--- src/rtl/lut_sweep_pkg.sv ---
// Shared types and helpers for the lut_sweep_unit truth-table engine.
// Holds the sweep FSM state encoding, default widths and the signature rotate.
package lut_sweep_pkg;

    localparam int IN_W_DEF  = 3;
    localparam int OUT_W_DEF = 3;

    typedef enum logic [1:0] {
        ST_IDLE  = 2'd0,
        ST_SWEEP = 2'd1,
        ST_FLUSH = 2'd2
    } state_e;

    // Rotate left by one inside the low w bits; bits above w must already be zero.
    function automatic logic [31:0] rotl1(input logic [31:0] v, input int unsigned w);
        logic [31:0] mask;
        mask = (w >= 32) ? 32'hFFFF_FFFF : ((32'd1 << w) - 32'd1);
        return ((v << 1) | (v >> (w - 1))) & mask;
    endfunction

endpackage

--- src/rtl/lut_sweep_if.sv ---
// Bus bundle for lut_sweep_unit: config writes, lookups, sweep control and results.
// master = stimulus/config side, slave = the lookup engine.
interface lut_sweep_if #(
    parameter int IN_W  = 3,
    parameter int OUT_W = 3
);
    // Handshake: in_valid/cfg_we/sweep_start are single-cycle requests with no
    // ready; out_valid marks a result for exactly one cycle and is never stalled.
    logic             cfg_we;
    logic [IN_W-1:0]  cfg_addr;
    logic [OUT_W-1:0] cfg_data;
    logic             in_valid;
    logic [IN_W-1:0]  in_data;
    logic             sweep_start;
    logic             out_valid;
    logic [IN_W-1:0]  out_addr;
    logic [OUT_W-1:0] out_data;
    logic             sweep_busy;
    logic             sweep_done;
    logic [OUT_W-1:0] sweep_sig;
    logic             cfg_err;

    modport master (
        output cfg_we, cfg_addr, cfg_data, in_valid, in_data, sweep_start,
        input  out_valid, out_addr, out_data, sweep_busy, sweep_done, sweep_sig, cfg_err
    );

    modport slave (
        input  cfg_we, cfg_addr, cfg_data, in_valid, in_data, sweep_start,
        output out_valid, out_addr, out_data, sweep_busy, sweep_done, sweep_sig, cfg_err
    );
endinterface

--- src/rtl/lut_sweep_unit_table.sv ---
// 2^IN_W x OUT_W table with async clear, one write port and a registered read port.
// o_peek is the unregistered read of the same address, used for the sweep signature.
module lut_sweep_table #(
    parameter int IN_W  = 3,
    parameter int OUT_W = 3
) (
    input  logic             clk,
    input  logic             rst_n,
    input  logic             i_we,
    input  logic [IN_W-1:0]  i_waddr,
    input  logic [OUT_W-1:0] i_wdata,
    input  logic             i_rd_en,
    input  logic [IN_W-1:0]  i_rd_addr,
    output logic             o_rd_valid,
    output logic [IN_W-1:0]  o_rd_addr,
    output logic [OUT_W-1:0] o_rd_data,
    output logic [OUT_W-1:0] o_peek
);
    localparam int DEPTH = 1 << IN_W;

    logic [OUT_W-1:0] r_mem [DEPTH];

    always_ff @(posedge clk or negedge rst_n) begin
        if (!rst_n) begin
            for (int i = 0; i < DEPTH; i++) r_mem[i] <= '0;
        end else if (i_we) begin
            r_mem[i_waddr] <= i_wdata;
        end
    end

    // Read samples the array before the same-edge write lands: read-before-write.
    always_ff @(posedge clk or negedge rst_n) begin
        if (!rst_n) begin
            o_rd_valid <= 1'b0;
            o_rd_addr  <= '0;
            o_rd_data  <= '0;
        end else begin
            o_rd_valid <= i_rd_en;
            if (i_rd_en) begin
                o_rd_addr <= i_rd_addr;
                o_rd_data <= r_mem[i_rd_addr];
            end
        end
    end

    assign o_peek = r_mem[i_rd_addr];

endmodule

--- src/rtl/lut_sweep_unit.sv ---
// Programmable truth-table engine with an exhaustive self-sweep and output signature.
// Define LUT_SWEEP_SIG_EN to build the signature register; otherwise sweep_sig is 0.
module lut_sweep_unit
    import lut_sweep_pkg::*;
#(
    parameter int IN_W  = IN_W_DEF,
    parameter int OUT_W = OUT_W_DEF
) (
    input  logic         clk,
    input  logic         rst_n,
    lut_sweep_if.slave   bus,
    output state_e       o_state
);
    localparam logic [IN_W-1:0] CNT_MAX = '1;

    state_e           r_state;
    logic [IN_W-1:0]  r_cnt;
    logic             r_busy;
    logic             r_done;
    logic             r_err;

    logic             w_idle;
    logic             w_sweep;
    logic             w_start;
    logic             w_we;
    logic             w_rd_en;
    logic [IN_W-1:0]  w_rd_addr;
    logic [OUT_W-1:0] w_peek;

    assign w_idle    = (r_state == ST_IDLE);
    assign w_sweep   = (r_state == ST_SWEEP);
    assign w_start   = w_idle && bus.sweep_start;
    assign w_we      = w_idle && bus.cfg_we;
    // A starting sweep takes priority over a lookup in the same cycle.
    assign w_rd_en   = w_sweep || (w_idle && bus.in_valid && !bus.sweep_start);
    assign w_rd_addr = w_sweep ? r_cnt : bus.in_data;

    lut_sweep_table #(.IN_W(IN_W), .OUT_W(OUT_W)) u_table (
        .clk        (clk),
        .rst_n      (rst_n),
        .i_we       (w_we),
        .i_waddr    (bus.cfg_addr),
        .i_wdata    (bus.cfg_data),
        .i_rd_en    (w_rd_en),
        .i_rd_addr  (w_rd_addr),
        .o_rd_valid (bus.out_valid),
        .o_rd_addr  (bus.out_addr),
        .o_rd_data  (bus.out_data),
        .o_peek     (w_peek)
    );

    always_ff @(posedge clk or negedge rst_n) begin
        if (!rst_n) begin
            r_state <= ST_IDLE;
            r_cnt   <= '0;
            r_busy  <= 1'b0;
            r_done  <= 1'b0;
            r_err   <= 1'b0;
        end else begin
            r_done <= 1'b0;
            r_err  <= bus.cfg_we && !w_idle;
            case (r_state)
                ST_IDLE: begin
                    if (bus.sweep_start) begin
                        r_state <= ST_SWEEP;
                        r_cnt   <= '0;
                        r_busy  <= 1'b1;
                    end
                end
                ST_SWEEP: begin
                    r_cnt <= r_cnt + 1'b1;
                    // done is registered alongside the last table read
                    if (r_cnt == CNT_MAX) begin
                        r_state <= ST_FLUSH;
                        r_done  <= 1'b1;
                    end
                end
                ST_FLUSH: begin
                    r_state <= ST_IDLE;
                    r_busy  <= 1'b0;
                end
                default: begin
                    r_state <= ST_IDLE;
                    r_busy  <= 1'b0;
                end
            endcase
        end
    end

`ifdef LUT_SWEEP_SIG_EN
    logic [OUT_W-1:0] r_sig;

    always_ff @(posedge clk or negedge rst_n) begin
        if (!rst_n) begin
            r_sig <= '0;
        end else if (w_start) begin
            r_sig <= '0;
        end else if (w_sweep) begin
            r_sig <= OUT_W'(rotl1(32'(r_sig), OUT_W)) ^ w_peek;
        end
    end

    assign bus.sweep_sig = r_sig;
`else
    logic w_unused_peek;
    assign w_unused_peek = ^w_peek;
    assign bus.sweep_sig = '0;
`endif

    assign bus.sweep_busy = r_busy;
    assign bus.sweep_done = r_done;
    assign bus.cfg_err    = r_err;
    assign o_state        = r_state;

endmodule

--- src/flat_wrapper.sv ---
// flat-port wrapper written by rule: the top's interface ports become plain ports
module lut_sweep_unit_flat import lut_sweep_pkg::*;
#(
    parameter int IN_W  = IN_W_DEF,
    parameter int OUT_W = OUT_W_DEF
)
  (clk, rst_n, o_state, bus_cfg_we, bus_cfg_addr, bus_cfg_data, bus_in_valid, bus_in_data, bus_sweep_start, bus_out_valid, bus_out_addr, bus_out_data, bus_sweep_busy, bus_sweep_done, bus_sweep_sig, bus_cfg_err);
  lut_sweep_if #(.IN_W(IN_W), .OUT_W(OUT_W)) bus_i ();
  input  logic clk;
  input  logic rst_n;
  output state_e o_state;
  input wire logic [$bits(bus_i.cfg_we)-1:0] bus_cfg_we;
  input wire logic [$bits(bus_i.cfg_addr)-1:0] bus_cfg_addr;
  input wire logic [$bits(bus_i.cfg_data)-1:0] bus_cfg_data;
  input wire logic [$bits(bus_i.in_valid)-1:0] bus_in_valid;
  input wire logic [$bits(bus_i.in_data)-1:0] bus_in_data;
  input wire logic [$bits(bus_i.sweep_start)-1:0] bus_sweep_start;
  output wire logic [$bits(bus_i.out_valid)-1:0] bus_out_valid;
  output wire logic [$bits(bus_i.out_addr)-1:0] bus_out_addr;
  output wire logic [$bits(bus_i.out_data)-1:0] bus_out_data;
  output wire logic [$bits(bus_i.sweep_busy)-1:0] bus_sweep_busy;
  output wire logic [$bits(bus_i.sweep_done)-1:0] bus_sweep_done;
  output wire logic [$bits(bus_i.sweep_sig)-1:0] bus_sweep_sig;
  output wire logic [$bits(bus_i.cfg_err)-1:0] bus_cfg_err;
  assign bus_i.cfg_we = bus_cfg_we;
  assign bus_i.cfg_addr = bus_cfg_addr;
  assign bus_i.cfg_data = bus_cfg_data;
  assign bus_i.in_valid = bus_in_valid;
  assign bus_i.in_data = bus_in_data;
  assign bus_i.sweep_start = bus_sweep_start;
  assign bus_out_valid = bus_i.out_valid;
  assign bus_out_addr = bus_i.out_addr;
  assign bus_out_data = bus_i.out_data;
  assign bus_sweep_busy = bus_i.sweep_busy;
  assign bus_sweep_done = bus_i.sweep_done;
  assign bus_sweep_sig = bus_i.sweep_sig;
  assign bus_cfg_err = bus_i.cfg_err;
  lut_sweep_unit #(.IN_W(IN_W), .OUT_W(OUT_W)) u_core (.clk(clk), .rst_n(rst_n), .bus(bus_i), .o_state(o_state));
endmodule
--- config.mk ---
export PLATFORM = sky130hd
export DESIGN_NAME = lut_sweep_unit_flat
export DESIGN_NICKNAME = d
export VERILOG_FILES = /design/src/rtl/lut_sweep_pkg.sv /design/src/rtl/lut_sweep_if.sv /design/src/rtl/lut_sweep_unit_table.sv /design/src/rtl/lut_sweep_unit.sv /design/src/flat_wrapper.sv
export SDC_FILE = /design/constraint.sdc
export NUM_CORES = 1
export LEC_CHECK = 0
export CORE_MARGIN = 4
export CORE_UTILIZATION = 65
export DETAILED_ROUTE_END_ITERATION = 6
export DONT_BUFFER_PORTS = 1
export PLACE_DENSITY_LB_ADDON = 0.2
export SETUP_SLACK_MARGIN = 0.02
export SLEW_MARGIN = 20
export SYNTH_ARGS = -nofsm -noshare
export SYNTH_HDL_FRONTEND = slang
export SYNTH_SLANG_ARGS = --single-unit
--- constraint.sdc ---
create_clock -name clk -period 3.44 [get_ports clk]
set_input_delay 0.344 -clock clk [delete_from_list [all_inputs] [get_ports clk]]
set_output_delay 0.344 -clock clk [all_outputs]
set_load 0.1 [all_outputs]
# Word level (Yosys, flattened, before mapping)
# Index checks and enable logic that the tools add are counted.
dict set report op_classes {
  muxes 16
  n_addsub 1
  n_mul 0
  n_shift 0
  eq_ne 4
  order_cmp 3
  bitwise_logic 3
  div 0
  reduce_logical 13
}
# cell n
set ops {}
lappend ops {{$bwmux W24} 1}
lappend ops {{$mux W3} 5}
lappend ops {{$bmux W3 S3} 1}
lappend ops {{$demux W3 S3} 1}
lappend ops {{$ge A4 B4 Y1 const B} 2}
lappend ops {{$not A3 Y4} 2}
lappend ops {{$pmux W3 S2} 1}
lappend ops {{$reduce_and A2 Y1} 3}
lappend ops {{$logic_and A1 B1 Y1} 5}
lappend ops {{$lt A4 B1 Y1 const B} 1}
lappend ops {{$mux W2} 2}
lappend ops {{$ne A2 B2 Y1 const B} 2}
lappend ops {{$pmux W2 S2} 1}
lappend ops {{$add A3 B1 Y3 const B} 1}
lappend ops {{$eq A3 B3 Y1 const B} 1}
lappend ops {{$mux W1} 3}
lappend ops {{$eq A2 B1 Y1 const B} 1}
lappend ops {{$logic_not A1 Y1} 2}
lappend ops {{$logic_not A2 Y1} 1}
lappend ops {{$pmux W1 S2} 1}
lappend ops {{$reduce_bool A2 Y1} 1}
lappend ops {{$logic_or A1 B1 Y1} 1}
lappend ops {{$not A1 Y1} 1}
dict set report word_totals {
  latchBits 0
  rom_bits 0
  input_bits 14
  ram_bits 0
  ff_bits 39
  elab_cells 56
  out_inout_bits 15
  mem_count 0
}

# Depth between registers and ports, before layout
# Gate-level depths: netlist (run 1).
dict set report depth {
  ltp_word 6
  mapped_depth 6
  depth_no_buf 4
}

# By module
# From an unflattened synthesis (run 1), not the netlist that was laid out.
dict set report hier_totals {
  hier_cells 140
  hier_area_um2 1878.1
}
# module seq_area_each_um2 cells_each area_per_inst_um2 instances
set by_module_without_submodules {}
lappend by_module_without_submodules {lut_sweep_table 775.7 105 1455.1 1}
lappend by_module_without_submodules {lut_sweep_unit 200.2 35 422.9 1}

# Least setup slack after synthesis (run 1)
# Ideal clock, no wire load.
dict set report synth_timing {
  path_kind {reg2reg}
  from {register u_core.r_state[0] (netlist: u_core.o_state[0])}
  to {register u_core.u_table.o_rd_data[2]}
  arrival_ns 2.155
  slack_ns 1.199
  synth_period_minus_slack_ns 2.241
  path_buffers 1
  stages_incl_launch_ff 6
  required_ns 3.354
  setup_ns 0.086
  path_cell_list {dfrtp_1 > nand2b_1 > buf_6 > a21oi_4 > mux4_2 > o221ai_2}
}
dict set report synth_via {
  elab_chain_cells 6
  word_cells_on_any_way 10
  cone_classes {1 x eq/ne; 4 x mux; 1 x bitwise; 4 x reduce/logical}
}
# item line_no
set synth_rtl {}
lappend synth_rtl {{start: declaration} lut_sweep_unit.sv:16} ;# state_e r_state;
lappend synth_rtl {{start signal: assignment} lut_sweep_unit.sv:54} ;# r_state <= ST_IDLE;
lappend synth_rtl {{start signal: assignment} lut_sweep_unit.sv:65} ;# r_state <= ST_SWEEP;
lappend synth_rtl {{start signal: assignment} lut_sweep_unit.sv:74} ;# r_state <= ST_FLUSH;
lappend synth_rtl {{$eq A2 B1 Y1} lut_sweep_unit.sv:31} ;# assign w_sweep = (r_state == ST_SWEEP);
lappend synth_rtl {{$mux W3} lut_sweep_unit.sv:36} ;# assign w_rd_addr = w_sweep ? r_cnt : bus.in_data;
lappend synth_rtl {{$not A3 Y4} -}
lappend synth_rtl {{$bmux W3 S3} -}
lappend synth_rtl {{$mux W3 (2 in series)} -}
lappend synth_rtl {{end signal: assignment} lut_sweep_unit_table.sv:41} ;# o_rd_data <= r_mem[i_rd_addr];
lappend synth_rtl {{end: declaration} lut_sweep_unit_table.sv:16} ;# output logic [OUT_W-1:0] o_rd_data,
# Several ways; a longest one is shown, not always the timed one. The select of a mux whose other input is x is not followed.
# A chain may end at the register's enable or synchronous reset.

# Worst setup path after layout (run 1)
dict set report layout_timing {
  from {register u_core.r_state[1] (netlist: u_core.o_state[1])}
  to {register u_core.u_table.o_rd_data[0]}
}
# Same word-level chain as after synthesis.

==> results of run 1 <==
-- timing repair --
action,in CTS,in global routing
gates resized for setup,0,0
hold buffers,2,0
endpoints found under the hold margin,39,0
-- layer usage --
| metal | wire length [µm] | global-route usage (%) |
|---|---|---|
| met4 | 65 | 7.55 |
| met2 | 1870 | 35.6 |
| met5 | 0 | 0 |
| met3 | 286 | 8.35 |
| met1 | 1630 | 25.3 |
-- logic make-up after synthesis --
| family | Yosys count |
|---|---|
| compound gates | 31 |
| flops | 39 |
| mux | 34 |
| simple gates | 35 |
| fa+ha+maj | 2 |
| other cells | 1 |
| buf+inv | 28 |
-- cells in the mapped netlist (all sizes together), types with 4 or more instances --
library cell / instances
mux2i: 10
mux2: 21
nand2: 17
a21oi: 5
buf: 9
inv: 19
dfrtp: 39
a211oi: 6
nor2b: 4
nand2b: 4
o21ai: 10
-- worst max-delay path by stage --
stage	endpoint	depth (start not counted)
finish	u_core.u_table.o_rd_data[0]	5
global placement	u_core.u_table.o_rd_data[0]	5
detailed placement	u_core.u_table.o_rd_data[0]	5
floorplan	u_core.u_table.o_rd_data[2]	5
global route	u_core.u_table.o_rd_data[0]	5
CTS	u_core.u_table.o_rd_data[0]	5
-- power breakdown --
part	switching, mW	total [mW]	leakage [nW]	internal [mW]
logic	0.400	0.759	0.443	0.359
registers	0.490	1.14	0.483	0.650
clock network	0.143	0.237	0.0341	0.0947
-- placed cells by master (no fill, tap or decap), types with 2 or more instances in the layout --
cell type   n
o21ai_0    10
clkbuf_4    5
nor2b_1     4
o221ai_1    2
mux4_2      3
dfrtp_1    39
conb_1      3
and3_1      2
a22o_1      2
mux2i_1    10
o21a_1      2
and2_1      2
o21bai_1    2
nand2b_1    4
a21oi_1     3
ha_1        2
nand2_1    17
inv_1      19
a211oi_1    6
buf_4       2
mux2_2     20
-- flip-flops by register name (all words and copies together) (netlist names) --
| register | count |
|---|---|
| u_core.bus.cfg_err | 1 |
| u_core.u_table.o_rd_addr | 3 |
| u_core.r_cnt | 3 |
| u_core.u_table.r_mem | 24 |
| u_core.u_table.o_rd_valid | 1 |
| u_core.u_table.o_rd_data | 3 |
| u_core.bus.sweep_busy | 1 |
| u_core.bus.sweep_done | 1 |
| u_core.o_state | 2 |
-- layout make-up --
type,count,area share (%)
Clock inverter,1,0.243
Timing Repair Buffer,4,2.19
Inverter,19,3.46
Clock buffer,6,2.49
Tap cell,31,1.88
Sequential cell,39,47.4
Multi-Input combinational cell,105,42.3
-- worst reg2reg max path, cell delays in order (launching register included) --
cell,delay (ps)
dfrtp_1,350
buf_4,360
and3b_2,310
a21oi_4,200
mux4_2,530
o221ai_1,190
==> impl_metrics.ini, run 1 <==
[die]
ios = 29
fp.dieArea_um2 = 4000
die_y_um = 63.2
die_w_um = 63.2
coreArea_um2 = 2830
start_util_pct = 70.1
rows = 19

[critical_path]
worstPathCellList = buf_4 -> and3b_2 -> a21oi_4 -> mux4_2 -> o221ai_1
reg2reg_to = u_core.u_table.o_rd_data[0]
cp-start-kind = register
r2r_slack_ps = 1430
crit_fanout = 12
rr_startpoint = u_core.o_state[1]
worst-path-buf-inv = 1
cp.arrival_ps = 2280
cp-startpoint = u_core.o_state[1]
critPathRequiredTime_ps = 3710
worst_setup_path_end_kind = register
crit_family = multiplexers
cpMaxStageDelayCell = mux4_2
reg2regPathDepth = 5
max_stage_delay_ps = 530
criticalPathCategory = register to register

[grt]
antenna_found_initial = 0
first_global_vias = 1376
grt_pass1_wl_um = 6660
grt_start_max_net_pins = 40
grt_overflow = 0
gr-usage-all-layers_pct = 21.4

[layout]
fillCellCount = 197
instances_no_fill = 205
multiInputGateArea_um2 = 872
final_nets = 190
regArea_um2 = 976
finalInstanceArea_um2 = 2060
syn_to_final_growth_pct = 3.91
drive_gt1_share_pct = 23.6
final_util_pct = 72.8
insertedDiodeCount = 0

[synthesis]
async_flop_share_pct = 100
synth_cells = 170
yosysWarningCount = 0
synth-adder-area-share_pct = 1.26
synth-edff-count = 0
yosysTopAreaCellShare_pct = 49.2
synth_top_family_by_area = multiplexers
synth_compound_area_share_pct = 11.2
syn_area_um2 = 1980
synth.area.top_cells = dfrtp_1 (49%), mux2_2 (11%), mux2i_1 (5.1%), inv_1 (3.6%), mux4_2 (3.4%)
seq_area_frac_synth_pct = 49.2
ys_ff_latch = 39
ys.flop_type = dfrtp_1
synth_xor_area_share_pct = 0
yosysUniqueCellTypes = 33
yosysTopAreaCell = dfrtp_1
muxShareOfSynthArea_pct = 20.6
synth-simple-area-share_pct = 10.4
synth_area_per_cell_um2 = 11.7

[drt]
drtAntennaViolNets = 0
wl_um = 3850
vias_per_cell = 6.17
initialDrtViolationCount = 97
drc = 0
vias = 1265
firstDrtPassIters = 4
avgRoutedWirePerCell_um = 18.8

[clocking]
cts_tree = yes
cts_buffer_depth = 2
htreeDepth = 2
cts_buffers = 5
root_buffer = clkbuf_4
postCtsSetupBuffers = 0
path_clk_slew_ps = 110
cts_sinks = 39
clock_latency_ps = 350

[placed_design]
dp_hpwl_um = 2930
dpl-instance-area_um2 = 1970
gp_congestion = 0.837
place_inst = 196
pre_cts_slack_ps = 1440
place.port_buffers = 0

[min_path]
min_path_type = input pin to register
hold_depth = 2
min_to = u_core.u_table.r_mem[2]
min_from = bus_cfg_data[2]

[power]
finalPower_mw = 2.14
ir_drop_uv = 500
p_leak_nw = 0.959
p_per_area_nw_per_um2 = 1040

[timing]
period_needed_ps = 2010
fmax_mhz = 498
period_share_pct = 58.4
setup_viol = 0
fin_skew_ps = 9.56
relSlewSlack_pct = 39.2
slew_violations = 0
fin_ws_ps = 1430
final_hold_viol_count = 0
setup_tns_ps = 0
whs_ps = 114
grt_setup_unrepaired = no
worst_pin_slew_ps = 912

[status]
status = finished, final reports clean

[run]
maxCapViolations = 0
Note: power is estimated with default switching activity, not from simulation.
==> run 2, diff against run 1 <==
--- a/config.mk
+++ b/config.mk
@@ -6,7 +6,7 @@
 export NUM_CORES = 1
 export LEC_CHECK = 0
 export CORE_MARGIN = 4
-export CORE_UTILIZATION = 65
+export CORE_UTILIZATION = 56
 export DETAILED_ROUTE_END_ITERATION = 6
 export DONT_BUFFER_PORTS = 1
 export PLACE_DENSITY_LB_ADDON = 0.2
==> constraint.sdc (replaced) <==
create_clock -name clk -period 1.7 [get_ports clk]
set_input_delay 0.17 -clock clk [delete_from_list [all_inputs] [get_ports clk]]
set_output_delay 0.17 -clock clk [all_outputs]
set_load 0.1 [all_outputs]
==> run 2 against run 1 <==
  * Critical path depth decreased by 1
  * Final area rose by 14%
  * Critical path type unchanged
  * Core utilization decreased by 3.5 points
  * Power grew 120%
  * The flow now finishes with violations (negative setup slack)
  * Non-clock buffer count increased by 27
  * Clock power is 81% higher
  * Worst setup slack worse by 1500 ps
  * Via count rose by 8.6%
  * Global-route usage shrank 0.79 points
  * Largest cell class unchanged
  * Fmax is 15% higher
==> impl_metrics.ini, run 2 (synthesized netlist as in run 1, its figures left out) <==
[status]
status = finished, violations left
violations = negative setup slack

[drt]
firstDrtPassIters = 4
avgRoutedWirePerCell_um = 16.0
initialDrtViolationCount = 58
drtAntennaViolNets = 0
vias = 1374
drc = 0
vias_per_cell = 5.54
wl_um = 3970

[placed_design]
place_inst = 232
dp_hpwl_um = 3060
place.port_buffers = 0
dpl-instance-area_um2 = 2190
gp_congestion = 0.820

[timing]
final_hold_viol_count = 0
setup_viol = 3
slew_violations = 0
period_share_pct = 103
grt_setup_unrepaired = yes
fin_ws_ps = -50.9
fmax_mhz = 571
period_needed_ps = 1750
fin_skew_ps = 3.85

[layout]
fillCellCount = 255
final_nets = 217
final_common_cell = dfrtp_1
largest_register_ff_count = 24
syn_to_final_growth_pct = 18.5
drive_gt1_share_pct = 36.1
final_util_pct = 69.3
insertedDiodeCount = 0
finalInstanceArea_um2 = 2350
layout_common_cells = dfrtp_1 (37), buf_4 (23), mux2_2 (19)
instances_no_fill = 248
top_register = u_core.u_table.r_mem

[critical_path]
crit_family = multiplexers
worst-path-buf-inv = 0
criticalPathCategory = register to register
cpMaxStageDelayCell = mux4_2
max_stage_delay_ps = 560
cp-start-kind = register
crit_fanout = 4
worst_setup_path_end_kind = register
critPathRequiredTime_ps = 1960
worstPathCellList = and3b_2 -> a21oi_4 -> mux4_2 -> o221ai_2
cp.arrival_ps = 2010

[min_path]
min_path_type = input pin to register

[grt]
grt_pass1_wl_um = 6760
gr-usage-all-layers_pct = 20.6
grt_start_max_net_pins = 40
grt_overflow = 0
antenna_found_initial = 0
first_global_vias = 1452

[clocking]
cts_sinks = 39
htreeDepth = 2
cts_buffers = 5
cts_tree = yes
root_buffer = clkbuf_4
clock_latency_ps = 330
path_clk_slew_ps = 100
cts_buffer_depth = 2

[power]
finalPower_mw = 4.72
ir_drop_uv = 833
p_leak_nw = 1.09
p_per_area_nw_per_um2 = 2010

[run]
maxCapViolations = 0

[die]
start_util_pct = 58.5
fp.dieArea_um2 = 4550
coreArea_um2 = 3390
ios = 29
die_y_um = 67.5
rows = 21
die_w_um = 67.5
run 2: layer usage:
layer	vias to the layer above	GRT usage, %	share of wire [%]
met5	-	0	0
met4	0	6.58	1.7
met3	10	7.65	8.8
met2	51	33.3	49
met1	664	25.6	40
li1	649	-	-
run 2: worst paths after layout:
kind                                                  start                           to  slack (ps)  cells after the start
worst min-delay path                        bus_sweep_start              u_core.r_cnt[0]          90                      3
max in group asynchronous                             rst_n            u_core.o_state[1]        1190                      2
worst max register to register            u_core.o_state[0]  u_core.u_table.o_rd_data[1]         -50                      4
worst min register to register  u_core.u_table.o_rd_addr[0]  u_core.u_table.o_rd_addr[0]         500                      2
min in group asynchronous                             rst_n        u_core.bus.sweep_done         320                      2
worst max-delay path                      u_core.o_state[0]  u_core.u_table.o_rd_data[1]         -50                      4
run 2: per-stage QoR:
| step | setup TNS [ps] | hold WS (ps) | worst slack [ps] |
|---|---|---|---|
| 4_1_cts | -126 | 81.6 | -58.1 |
| 3_5_place_dp | -89.7 | -124 | -63.7 |
| 6_report | -106 | 91.0 | -50.9 |
| 5_1_grt | -416 | 62.5 | -144 |
| 2_1_floorplan | -773 | -126 | -171 |
| 3_3_place_gp | 0 | -125 | 45.7 |
run 2: cell type report:
type | instances | area [µm²] | share of cell area (%)
inverters | 19 | 71.3 | 3.04
clock inverters | 1 | 5.00 | 0.213
flip-flops and latches | 39 | 983 | 41.9
multi-input cells | 105 | 922 | 39.3
well taps | 46 | 57.6 | 2.45
clock buffers | 7 | 45.0 | 1.92
repair buffers | 31 | 264 | 11.2
run 2: report_power, final:
| part | total (mW) | switching (mW) | internal [mW] |
|---|---|---|---|
| Combinational | 2.72 | 1.69 | 1.03 |
| Clock | 0.430 | 0.269 | 0.161 |
| Sequential | 1.57 | 0.228 | 1.34 |
run 2: what timing repair did:
action | in CTS | in global routing
endpoints found under the setup margin | 3 | 18
hold endpoints to repair | 65 | 0
cloned | 0 | 0
gates resized for setup | 3 | 8
hold buffers | 7 | 0
pin swaps | 0 | 2
buffers inserted | 0 | 2
run 2: worst reg2reg max path, cell delays in order, from the launching register on:
cell	delay, ps
dfrtp_4	500
and3b_2	230
a21oi_4	200
mux4_2	560
o221ai_2	180
==> run 3, diff against run 2 <==
--- a/config.mk
+++ b/config.mk
@@ -5,6 +5,7 @@
 export SDC_FILE = /design/constraint.sdc
 export NUM_CORES = 1
 export LEC_CHECK = 0
+export CAP_MARGIN = 20
 export CORE_MARGIN = 4
 export CORE_UTILIZATION = 56
 export DETAILED_ROUTE_END_ITERATION = 6
==> results of run 3 <==
Final layout, timing and power as in run 2 (identical DEF).
